### config.mk
export PLATFORM = sky130hd
export DESIGN_NAME = uart_alu_responder
export DESIGN_NICKNAME = d
export VERILOG_FILES = /design/src/rtl/uart_alu_pkg.sv /design/src/rtl/alu_core.sv /design/src/rtl/uart_alu_responder.sv
export SDC_FILE = /design/constraint.sdc
export NUM_CORES = 2
export LEC_CHECK = 0
export ABC_AREA = 1
export CAP_MARGIN = 0
export CORE_UTILIZATION = 30
export DETAILED_ROUTE_END_ITERATION = 12
export GPL_TIMING_DRIVEN = 1
export PLACE_DENSITY_LB_ADDON = 0.3
export SLEW_MARGIN = 20
export SYNTH_ARGS = -nofsm -noshare
export SYNTH_HDL_FRONTEND = slang
export SYNTH_SLANG_ARGS = --single-unit
### constraint.sdc
create_clock -name clk_i -period 7.1 [get_ports clk_i]
set_input_delay 1.065 -clock clk_i [delete_from_list [all_inputs] [get_ports clk_i]]
set_output_delay 1.065 -clock clk_i [all_outputs]
set_load 0.1 [all_outputs]
### src/rtl/uart_alu_pkg.sv
// ----------------------------------------------------------------------------
// uart_alu_pkg
// Shared types and constants for the UART ALU command responder:
//   opcode_e  - request opcodes understood by the ALU
//   state_e   - responder FSM states
//   STATUS_*  - response status byte values
//   status_of - maps the ALU opcode-valid flag to a status byte
// ----------------------------------------------------------------------------
package uart_alu_pkg;

    typedef enum logic [7:0] {
        OP_ADD = 8'h00,
        OP_SUB = 8'h01,
        OP_AND = 8'h02,
        OP_OR  = 8'h03,
        OP_XOR = 8'h04,
        OP_MUL = 8'h05
    } opcode_e;

    localparam logic [7:0] STATUS_OK     = 8'h00;
    localparam logic [7:0] STATUS_BAD_OP = 8'h01;

    typedef enum logic [2:0] {
        IDLE = 3'd0,
        RX_A = 3'd1,
        RX_B = 3'd2,
        EXEC = 3'd3,
        TX   = 3'd4
    } state_e;

    function automatic logic [7:0] status_of(input logic opcode_valid);
        return opcode_valid ? STATUS_OK : STATUS_BAD_OP;
    endfunction

endpackage

### src/rtl/alu_core.sv
// ----------------------------------------------------------------------------
// alu_core
// Purely combinational W-bit ALU. Arithmetic wraps modulo 2^W; MUL keeps the
// low W bits of the product. Unknown opcodes give result 0 and flag invalid.
// Ports:
//   i_opcode       - request opcode byte
//   i_a, i_b       - operands
//   o_result       - operation result
//   o_opcode_valid - 1 when i_opcode is one of opcode_e
// ----------------------------------------------------------------------------
module alu_core
    import uart_alu_pkg::*;
#(
    parameter int W = 32
) (
    input  logic [7:0]   i_opcode,
    input  logic [W-1:0] i_a,
    input  logic [W-1:0] i_b,
    output logic [W-1:0] o_result,
    output logic         o_opcode_valid
);

    // Opcode decode and operation select.
    always_comb begin
        o_result       = {W{1'b0}};
        o_opcode_valid = 1'b0;
        case (i_opcode)
            OP_ADD: begin o_result = i_a + i_b; o_opcode_valid = 1'b1; end
            OP_SUB: begin o_result = i_a - i_b; o_opcode_valid = 1'b1; end
            OP_AND: begin o_result = i_a & i_b; o_opcode_valid = 1'b1; end
            OP_OR:  begin o_result = i_a | i_b; o_opcode_valid = 1'b1; end
            OP_XOR: begin o_result = i_a ^ i_b; o_opcode_valid = 1'b1; end
            OP_MUL: begin o_result = i_a * i_b; o_opcode_valid = 1'b1; end
            default: begin
                o_result       = {W{1'b0}};
                o_opcode_valid = 1'b0;
            end
        endcase
    end

endmodule

### src/rtl/uart_alu_responder.sv
// ----------------------------------------------------------------------------
// uart_alu_responder
// Sits between uart_rx (AXI-stream master) and uart_tx (AXI-stream slave).
// Collects a request frame {OPCODE, A[LSB first], B[LSB first]}, runs one ALU
// operation and returns {STATUS, RESULT[LSB first]}. A partial request that
// stalls longer than TIMEOUT_CYCLES between bytes is dropped silently apart
// from a one-cycle timeout_o pulse. Only DATA_WIDTH = 8 is supported.
// Ports:
//   clk_i, rst_ni            - clock, synchronous active-low reset
//   s_axis_tdata/tvalid/tready - request byte stream in
//   m_axis_tdata/tvalid/tready - response byte stream out
//   busy_o                   - high whenever the FSM is not in IDLE
//   timeout_o                - one-cycle pulse when a partial frame is dropped
// ----------------------------------------------------------------------------
module uart_alu_responder
    import uart_alu_pkg::*;
#(
    parameter int DATA_WIDTH     = 8,
    parameter int OPERAND_BYTES  = 4,
    parameter int TIMEOUT_CYCLES = 100000
) (
    input  logic                  clk_i,
    input  logic                  rst_ni,
    input  logic [DATA_WIDTH-1:0] s_axis_tdata,
    input  logic                  s_axis_tvalid,
    output logic                  s_axis_tready,
    output logic [DATA_WIDTH-1:0] m_axis_tdata,
    output logic                  m_axis_tvalid,
    input  logic                  m_axis_tready,
    output logic                  busy_o,
    output logic                  timeout_o
);

    localparam int W      = 8 * OPERAND_BYTES;
    localparam int IDX_W  = $clog2(OPERAND_BYTES + 1);
    localparam int RESP_W = DATA_WIDTH * (OPERAND_BYTES + 1);
    localparam int TO_W   = (TIMEOUT_CYCLES > 1) ? $clog2(TIMEOUT_CYCLES) : 1;
    localparam bit TO_EN  = (TIMEOUT_CYCLES != 0);

    localparam logic [TO_W-1:0]  TO_LAST   = (TIMEOUT_CYCLES > 0) ? TO_W'(TIMEOUT_CYCLES - 1)
                                                                  : {TO_W{1'b0}};
    localparam logic [IDX_W-1:0] LAST_BYTE = IDX_W'(OPERAND_BYTES - 1);
    localparam logic [IDX_W-1:0] LAST_TX   = IDX_W'(OPERAND_BYTES);

    state_e                  r_state;
    logic [7:0]              r_opcode;
    logic [W-1:0]            r_a;
    logic [W-1:0]            r_b;
    logic [IDX_W-1:0]        r_byte_cnt;
    logic [IDX_W-1:0]        r_tx_idx;
    logic [TO_W-1:0]         r_idle_cnt;
    logic [RESP_W-1:0]       r_resp;     // {RESULT, STATUS}: byte i is tx index i
    logic                    r_s_tready;
    logic                    r_m_tvalid;
    logic [DATA_WIDTH-1:0]   r_m_tdata;
    logic                    r_busy;
    logic                    r_timeout;

    logic                    w_s_acc;
    logic                    w_m_acc;
    logic                    w_to_hit;
    logic [IDX_W-1:0]        w_tx_idx_nxt;
    logic [W-1:0]            w_result;
    logic                    w_op_valid;

    assign w_s_acc      = s_axis_tvalid && r_s_tready;
    assign w_m_acc      = r_m_tvalid && m_axis_tready;
    assign w_to_hit     = TO_EN && (r_idle_cnt == TO_LAST);
    assign w_tx_idx_nxt = r_tx_idx + IDX_W'(1);

    alu_core #(
        .W (W)
    ) u_alu (
        .i_opcode       (r_opcode),
        .i_a            (r_a),
        .i_b            (r_b),
        .o_result       (w_result),
        .o_opcode_valid (w_op_valid)
    );

    // Responder FSM with all counters, operand/result registers and outputs.
    always_ff @(posedge clk_i) begin
        if (!rst_ni) begin
            r_state    <= IDLE;
            r_opcode   <= 8'h00;
            r_a        <= {W{1'b0}};
            r_b        <= {W{1'b0}};
            r_byte_cnt <= {IDX_W{1'b0}};
            r_tx_idx   <= {IDX_W{1'b0}};
            r_idle_cnt <= {TO_W{1'b0}};
            r_resp     <= {RESP_W{1'b0}};
            r_s_tready <= 1'b0;
            r_m_tvalid <= 1'b0;
            r_m_tdata  <= {DATA_WIDTH{1'b0}};
            r_busy     <= 1'b0;
            r_timeout  <= 1'b0;
        end else begin
            r_timeout <= 1'b0;
            case (r_state)
                IDLE: begin
                    r_s_tready <= 1'b1;
                    r_idle_cnt <= {TO_W{1'b0}};
                    if (w_s_acc) begin
                        r_opcode   <= s_axis_tdata;
                        r_a        <= {W{1'b0}};
                        r_b        <= {W{1'b0}};
                        r_byte_cnt <= {IDX_W{1'b0}};
                        r_busy     <= 1'b1;
                        r_state    <= RX_A;
                    end else begin
                        r_busy     <= 1'b0;
                    end
                end

                RX_A, RX_B: begin
                    if (w_s_acc) begin
                        // An accept in the timeout cycle wins over the timeout.
                        r_idle_cnt <= {TO_W{1'b0}};
                        if (r_state == RX_A) begin
                            r_a[{r_byte_cnt, 3'b000} +: 8] <= s_axis_tdata;
                        end else begin
                            r_b[{r_byte_cnt, 3'b000} +: 8] <= s_axis_tdata;
                        end
                        if (r_byte_cnt == LAST_BYTE) begin
                            r_byte_cnt <= {IDX_W{1'b0}};
                            if (r_state == RX_A) begin
                                r_state    <= RX_B;
                            end else begin
                                r_state    <= EXEC;
                                r_s_tready <= 1'b0;
                            end
                        end else begin
                            r_byte_cnt <= r_byte_cnt + IDX_W'(1);
                        end
                    end else if (w_to_hit) begin
                        // Drop the partial frame; tready stays high for IDLE.
                        r_state    <= IDLE;
                        r_busy     <= 1'b0;
                        r_timeout  <= 1'b1;
                        r_byte_cnt <= {IDX_W{1'b0}};
                        r_idle_cnt <= {TO_W{1'b0}};
                    end else if (TO_EN) begin
                        r_idle_cnt <= r_idle_cnt + TO_W'(1);
                    end else begin
                        r_idle_cnt <= {TO_W{1'b0}};
                    end
                end

                EXEC: begin
                    r_resp   <= {w_result, status_of(w_op_valid)};
                    r_tx_idx <= {IDX_W{1'b0}};
                    r_state  <= TX;
                end

                TX: begin
                    if (!r_m_tvalid) begin
                        // First TX cycle: present the status byte.
                        r_m_tdata  <= r_resp[{r_tx_idx, 3'b000} +: 8];
                        r_m_tvalid <= 1'b1;
                    end else if (w_m_acc) begin
                        if (r_tx_idx == LAST_TX) begin
                            r_m_tvalid <= 1'b0;
                            r_s_tready <= 1'b1;
                            r_busy     <= 1'b0;
                            r_state    <= IDLE;
                        end else begin
                            r_tx_idx   <= w_tx_idx_nxt;
                            r_m_tdata  <= r_resp[{w_tx_idx_nxt, 3'b000} +: 8];
                        end
                    end else begin
                        // Backpressure: hold the presented byte.
                        r_m_tdata  <= r_m_tdata;
                    end
                end

                default: begin
                    r_state    <= IDLE;
                    r_s_tready <= 1'b0;
                    r_m_tvalid <= 1'b0;
                    r_busy     <= 1'b0;
                end
            endcase
        end
    end

    assign s_axis_tready = r_s_tready;
    assign m_axis_tvalid = r_m_tvalid;
    assign m_axis_tdata  = r_m_tdata;
    assign busy_o        = r_busy;
    assign timeout_o     = r_timeout;

endmodule

== Word level (Yosys, flattened, before mapping) ==
Cells that the tools add are included.

* Bits in registers: 150
* Input bits: 12
* Output and inout bits: 12
* Word-level logic and storage cells: 130

* $add $sub $neg: 6
* Multipliers: 1
* Equal/unequal tests: 27
* Shift-type cells: 4
* Muxes and demuxes: 54
* Bitwise logic cells: 6
* Reductions and logical operators: 19

{| class="wikitable"
|+ Operators by type and width
! kind !! count
|-
| one-hot mux 32 bit (6 select lines) || 1
|-
| 2-to-1 mux 32 bit || 5
|-
| one-hot mux 32 bit (2 select lines) || 2
|-
| variable part select 40 x 7 -> 8 bit || 2
|-
| bitwise mux 32 bit || 2
|-
| 2-to-1 mux 3 bit || 13
|-
| 2-to-1 mux 17 bit || 2
|-
| one-hot mux 17 bit (2 select lines) || 1
|-
| adder 32 bit || 1
|-
| AND 32 bit || 1
|-
| multiplier 32 x 32 -> 32 bit || 1
|-
| bitwise OR 32 bit || 1
|-
| variable shift 8 x 8 -> 32 bit (first input constant) || 1
|-
| variable part select 8 x 8 -> 32 bit || 1
|-
| subtractor 32 bit || 1
|-
| bitwise XOR 32 bit || 1
|-
| 2-to-1 mux 8 bit || 3
|-
| != test 2 bit (second input constant) || 12
|-
| 2-to-1 mux 1 bit || 19
|-
| adder 17 x 1 -> 17 bit (second input constant) || 1
|-
| == test 17 bit (second input constant) || 1
|-
| == test 8 x 2 -> 1 bit (second input constant) || 2
|-
| == test 8 x 3 -> 1 bit (second input constant) || 2
|-
| one-hot mux 3 bit (2 select lines) || 2
|-
| other kinds (25) || 39
|}

== Depth between registers and ports, before layout ==
* Word-level depth: 6
* Mapped depth: 37
* Gate-level depth less buffers: 36

== Cells and area by module ==
Synthesis repeated with hierarchy kept, for this count alone.

* Cell total of the unflattened synthesis: 3863
* Area, all modules: 27258.6 µm²

{| class="wikitable"
|+ Modules (own cells, without submodules)
! module !! instances !! cells an instance !! area each (µm²) !! seq. area each (µm²)
|-
| alu_core || 1 || 3009 || 21147.8 || 0.0
|-
| uart_alu_responder || 1 || 854 || 6110.9 || 2862.7
|}

== Worst setup path before layout ==
No wires, ideal clock.

* Path type: register -> register
* Start: register r_b[6]
* End: register r_resp[35]
* Library setup time: 132 ps
* Arrival time: 6585 ps
* Required time: 6968 ps
* Slack: 383 ps
* Stages on the path, launching flop included: 29
* Path buffers: 2
* Clock period less this slack: 6717 ps
* Cell sequence: dfxtp_1 clkbuf_1 clkbuf_1 nand2_1 inv_1 fa_1 fa_1 fa_1 inv_1 fa_1 inv_1 fa_1 inv_1 fa_1 inv_1 fa_1 fa_1 ha_1 a21oi_1 o21ai_0 a21oi_1 nor2_1 nand2_1 nand2_1 or2_2 nand3_1 nand3_1 nand2_1 a21oi_1

* Cells in the longest elaborated chain, start to end: 2
* Elaborated cells between the ends (all ways): 4
* Classes of those cells: add/sub (2); mul (1); mux (1)

{| class="wikitable"
|+ Ends and longest elaborated chain
! element !! line !! RTL
|-
| from (decl) || uart_alu_responder.sv:48 || <nowiki>logic [W-1:0] r_b;</nowiki>
|-
| from (signal assigned) || uart_alu_responder.sv:87 || <nowiki>r_b <= {W{1'b0}};</nowiki>
|-
| from (signal assigned) || uart_alu_responder.sv:106 || <nowiki>r_b <= {W{1'b0}};</nowiki>
|-
| from (signal, indexed assignment) || uart_alu_responder.sv:122 || <nowiki>r_b[{r_byte_cnt, 3'b000} +: 8] <= s_axis_tdata;</nowiki>
|-
| multiplier 32 x 32 -> 32 bit (tied with other cells) || alu_core.sv:33 || <nowiki>OP_MUL: begin o_result = i_a * i_b; o_opcode_valid = 1'b1; end</nowiki>
|-
| one-hot mux 32 bit (6 select lines) * || alu_core.sv:27 || <nowiki>case (i_opcode)</nowiki>
|-
| to (signal assigned) || uart_alu_responder.sv:91 || <nowiki>r_resp <= {RESP_W{1'b0}};</nowiki>
|-
| to (signal assigned) || uart_alu_responder.sv:150 || <nowiki>r_resp <= {w_result, status_of(w_op_valid)};</nowiki>
|-
| to (decl) || uart_alu_responder.sv:52 || <nowiki>logic [RESP_W-1:0] r_resp;</nowiki>
|}

Every way passes the cells marked *; elsewhere a longest branch is shown, timed or not.
A chain may end at the register's enable or synchronous reset.

== Worst setup path after layout ==
* Start: register r_a[12]
* End: register r_resp[39]

* Cells in the longest elaborated chain, start to end: 2
* Elaborated cells between the ends (all ways): 4
* Classes of those cells: add/sub (2); mul (1); mux (1)

{| class="wikitable"
|+ Ends and longest elaborated chain
! element !! line !! RTL
|-
| from (decl) || uart_alu_responder.sv:47 || <nowiki>logic [W-1:0] r_a;</nowiki>
|-
| from (signal assigned) || uart_alu_responder.sv:86 || <nowiki>r_a <= {W{1'b0}};</nowiki>
|-
| from (signal assigned) || uart_alu_responder.sv:105 || <nowiki>r_a <= {W{1'b0}};</nowiki>
|-
| from (signal, indexed assignment) || uart_alu_responder.sv:120 || <nowiki>r_a[{r_byte_cnt, 3'b000} +: 8] <= s_axis_tdata;</nowiki>
|-
| multiplier 32 x 32 -> 32 bit (tied with other cells) || alu_core.sv:33 ||
|-
| one-hot mux 32 bit (6 select lines) * || alu_core.sv:27 ||
|}

Marks and branches as above.

==> results.yml <==
timing:
  rsz0062_at_grt: "true"
  fmax_mhz: 145
  hold_viol: 0
  fin_crit_ns: 6.87
  fin_worst_skew_ns: 0.0122
  maxSlewViolCount: 0
  slew_headroom: 0.337
  hold_ws_ns: 0.465
  finalSetupViolCount: 0
  fin_crit_sh: 0.968
  worst_pin_slew_ns: 0.991
global_routing:
  grt-ovfl-total: 0
  antenna_found_initial: 0
  grt_start_max_net_pins: 60
  grt_pass1_wl_um: 139000
  first_global_vias: 24100
  grt_usage: 0.198
logic_synthesis:
  ys_types: 55
  synth-edff-count: 0
  avgSynthCellArea_um2: 7.11
  yosys_warnings: 0
  ys.flop_type: "dfxtp_1"
  synth_area_mm2: 0.0269
  synth-seq-cells: 143
  synth_nets: 4429
  seq_area_frac_synth: 0.106
  synthArstFlopShare: 0
  syn-instance-count: 3783
critical_path:
  crit_family: "adder cells"
  worstSetupPathType: "reg2reg"
  cpPeakStageDelay_ns: 0.56
  cp_max_fo: 11
  cp.depth: 27
  worst-path-buf-inv: 7
  slowest_stage: "fa_1"
  cp.required_ns: 7.42
  critPathMostFrequentCell: "fa_1"
  crit_path_end_kind: "flop"
  arrival_ns: 7.19
  critPathLaunchType: "flop"
  reg2reg_depth: 27
final_layout:
  layout_common_cells: "nand2_1 (967), inv_1 (940), fa_1 (409)"
  drive_gt1_frac: 0.0615
  fill_cells: 9615
  antenna_cells: 0
  synthToLayoutAreaGrowth_pct: 10.9
  nets: 4438
  mostFrequentLayoutCell: "nand2_1"
  fin_cells: 4970
floorplan:
  die_area_mm2: 0.0909
  dieHeight_um: 301
  pin_count: 24
  core_area_mm2: 0.0886
  placementRows: 109
  die_w_um: 301
  start_util: 0.303
placed_design:
  dp_hpwl_um: 70700
  gp_congestion: 0.947
  dp.cells: 4937
  io_buffers: 23
cts:
  h-tree-depth: 4
  root_buffer: "clkbuf_16"
  clock_path_buffers: 2
  cts_setup_buffers: 0
  clk_latency_ns: 0.46
  path_clk_slew_ns: 0.07
  cts_buffers: 17
  clock_sinks: 143
  cts_tree: "yes"
pwr:
  powerDensity_mw_per_mm2: 156
  p_leak_uw: 0.0163
  vdd_drop_max_v: 0.000176
route:
  vias_per_cell: 4.76
  wirelength_um: 87700
  post_drt_wl_per_cell_um: 17.6
  drc_errors: 0
  ant_nets: 0
  first_pass_iters: 6
  via_count: 23700
  drtIter0Drc: 1766
min_path:
  hp-class: "reg2reg"
  whs_path_depth: 2
run_status:
  status: "complete, no violations"
run:
  drv_cap: 0
report_power, final:
group	switching (uW)	total (uW)	internal, uW
Combinational	1950	2800	847
Clock	409	894	485
Sequential	102	957	856
cell usage after synthesis, types with 11 or more instances:
library cell,n,area share
buf_2,28,0.0052
nand4_1,12,0.0028
nand2_1,967,0.13
ha_1,225,0.10
a31oi_1,18,0.0042
dfxtp_1,143,0.11
fa_1,409,0.30
buf_1,23,0.0032
o21ai_1,15,0.0028
nor2_1,170,0.024
a21oi_1,230,0.043
a221oi_1,27,0.0088
inv_1,940,0.13
clkbuf_1,114,0.016
nor3_1,27,0.0050
o211ai_1,18,0.0050
a21o_1,11,0.0031
or2_2,13,0.0030
nand3_1,117,0.022
o21ai_0,108,0.020
xor2_1,52,0.017
a211oi_1,14,0.0039
path summary, 6_finish.rpt:
path | startpoint | to | slack, ns
worst max-delay path | r_a[12] | r_resp[39] | 0.23
worst min-delay path | r_resp[17] | r_resp[17] | 0.47
worst max register to register | r_a[12] | r_resp[39] | 0.23
worst min register to register | r_resp[17] | r_resp[17] | 0.47
cell families after synthesis:
| group | Yosys count | share of synthesized area |
|---|---|---|
| and+or+nand+nor | 1346 | 0.204 |
| adders and majority gates | 634 | 0.409 |
| buffers and inverters | 1118 | 0.158 |
| xor gates and xnor gates | 62 | 0.0202 |
| AOI/OAI and AO/OA | 480 | 0.102 |
| DFF | 143 | 0.106 |
layout make-up:
type / count / area (um^2) / area share
Clock inverter: 15 / 135 / 0.00453
Clock buffer: 17 / 425 / 0.0143
Sequential cell: 143 / 2880 / 0.0965
Tap cell: 1165 / 1460 / 0.0489
Multi-Input combinational cell: 2522 / 19900 / 0.666
Inverter: 951 / 3570 / 0.120
Timing Repair Buffer: 157 / 1510 / 0.0507
layer usage:
| layer | vias to the layer above | routed length [um] | track usage | share of wire |
|---|---|---|---|---|
| met1 | 11600 | 39600 | 0.269 | 0.45 |
| met3 | 99 | 4270 | 0.0193 | 0.049 |
| met2 | 625 | 41300 | 0.330 | 0.47 |
| li1 | 11400 | - | - | - |
| met4 | 0 | 2450 | 0.0580 | 0.028 |
| met5 | - | 0 | 0 | 0 |
through the flow:
stage / setup WS [ns] / util / setup TNS, ns / total power, uW / instance area [um^2]
after floorplan: 0.383 / - / 0 / 2810 / 26900
after global placement: 0.121 / 0.329 / 0 / 3720 / 29200
after detailed placement: 0.0270 / 0.329 / 0 / 3710 / 29200
after CTS: 0.156 / 0.336 / 0 / 4620 / 29700
after global routing: -0.0644 / 0.337 / -0.122 / 4970 / 29800
final: 0.227 / 0.337 / 0 / 4650 / 29800
registers in the layout, indices dropped and copies added, names as in the netlist:
register,cells
busy_o,1
m_axis_tdata,8
m_axis_tvalid,1
r_a,32
r_b,32
r_byte_cnt,3
r_idle_cnt,17
r_opcode,8
r_resp,33
r_state,3
r_tx_idx,3
s_axis_tready,1
timeout_o,1
worst min-delay path, stage by stage (launching register included):
cell     delay [ns]
dfxtp_1        0.31
nand2_1        0.06
a21oi_1        0.06
what timing repair did:
action                                  CTS  global route
cloned                                    0             1
hold buffers                              0             0
gates resized for setup                   1            27
endpoints found under the setup margin    1            12
pin swaps                                 0             1
Power figures use the tool's default switching activity.
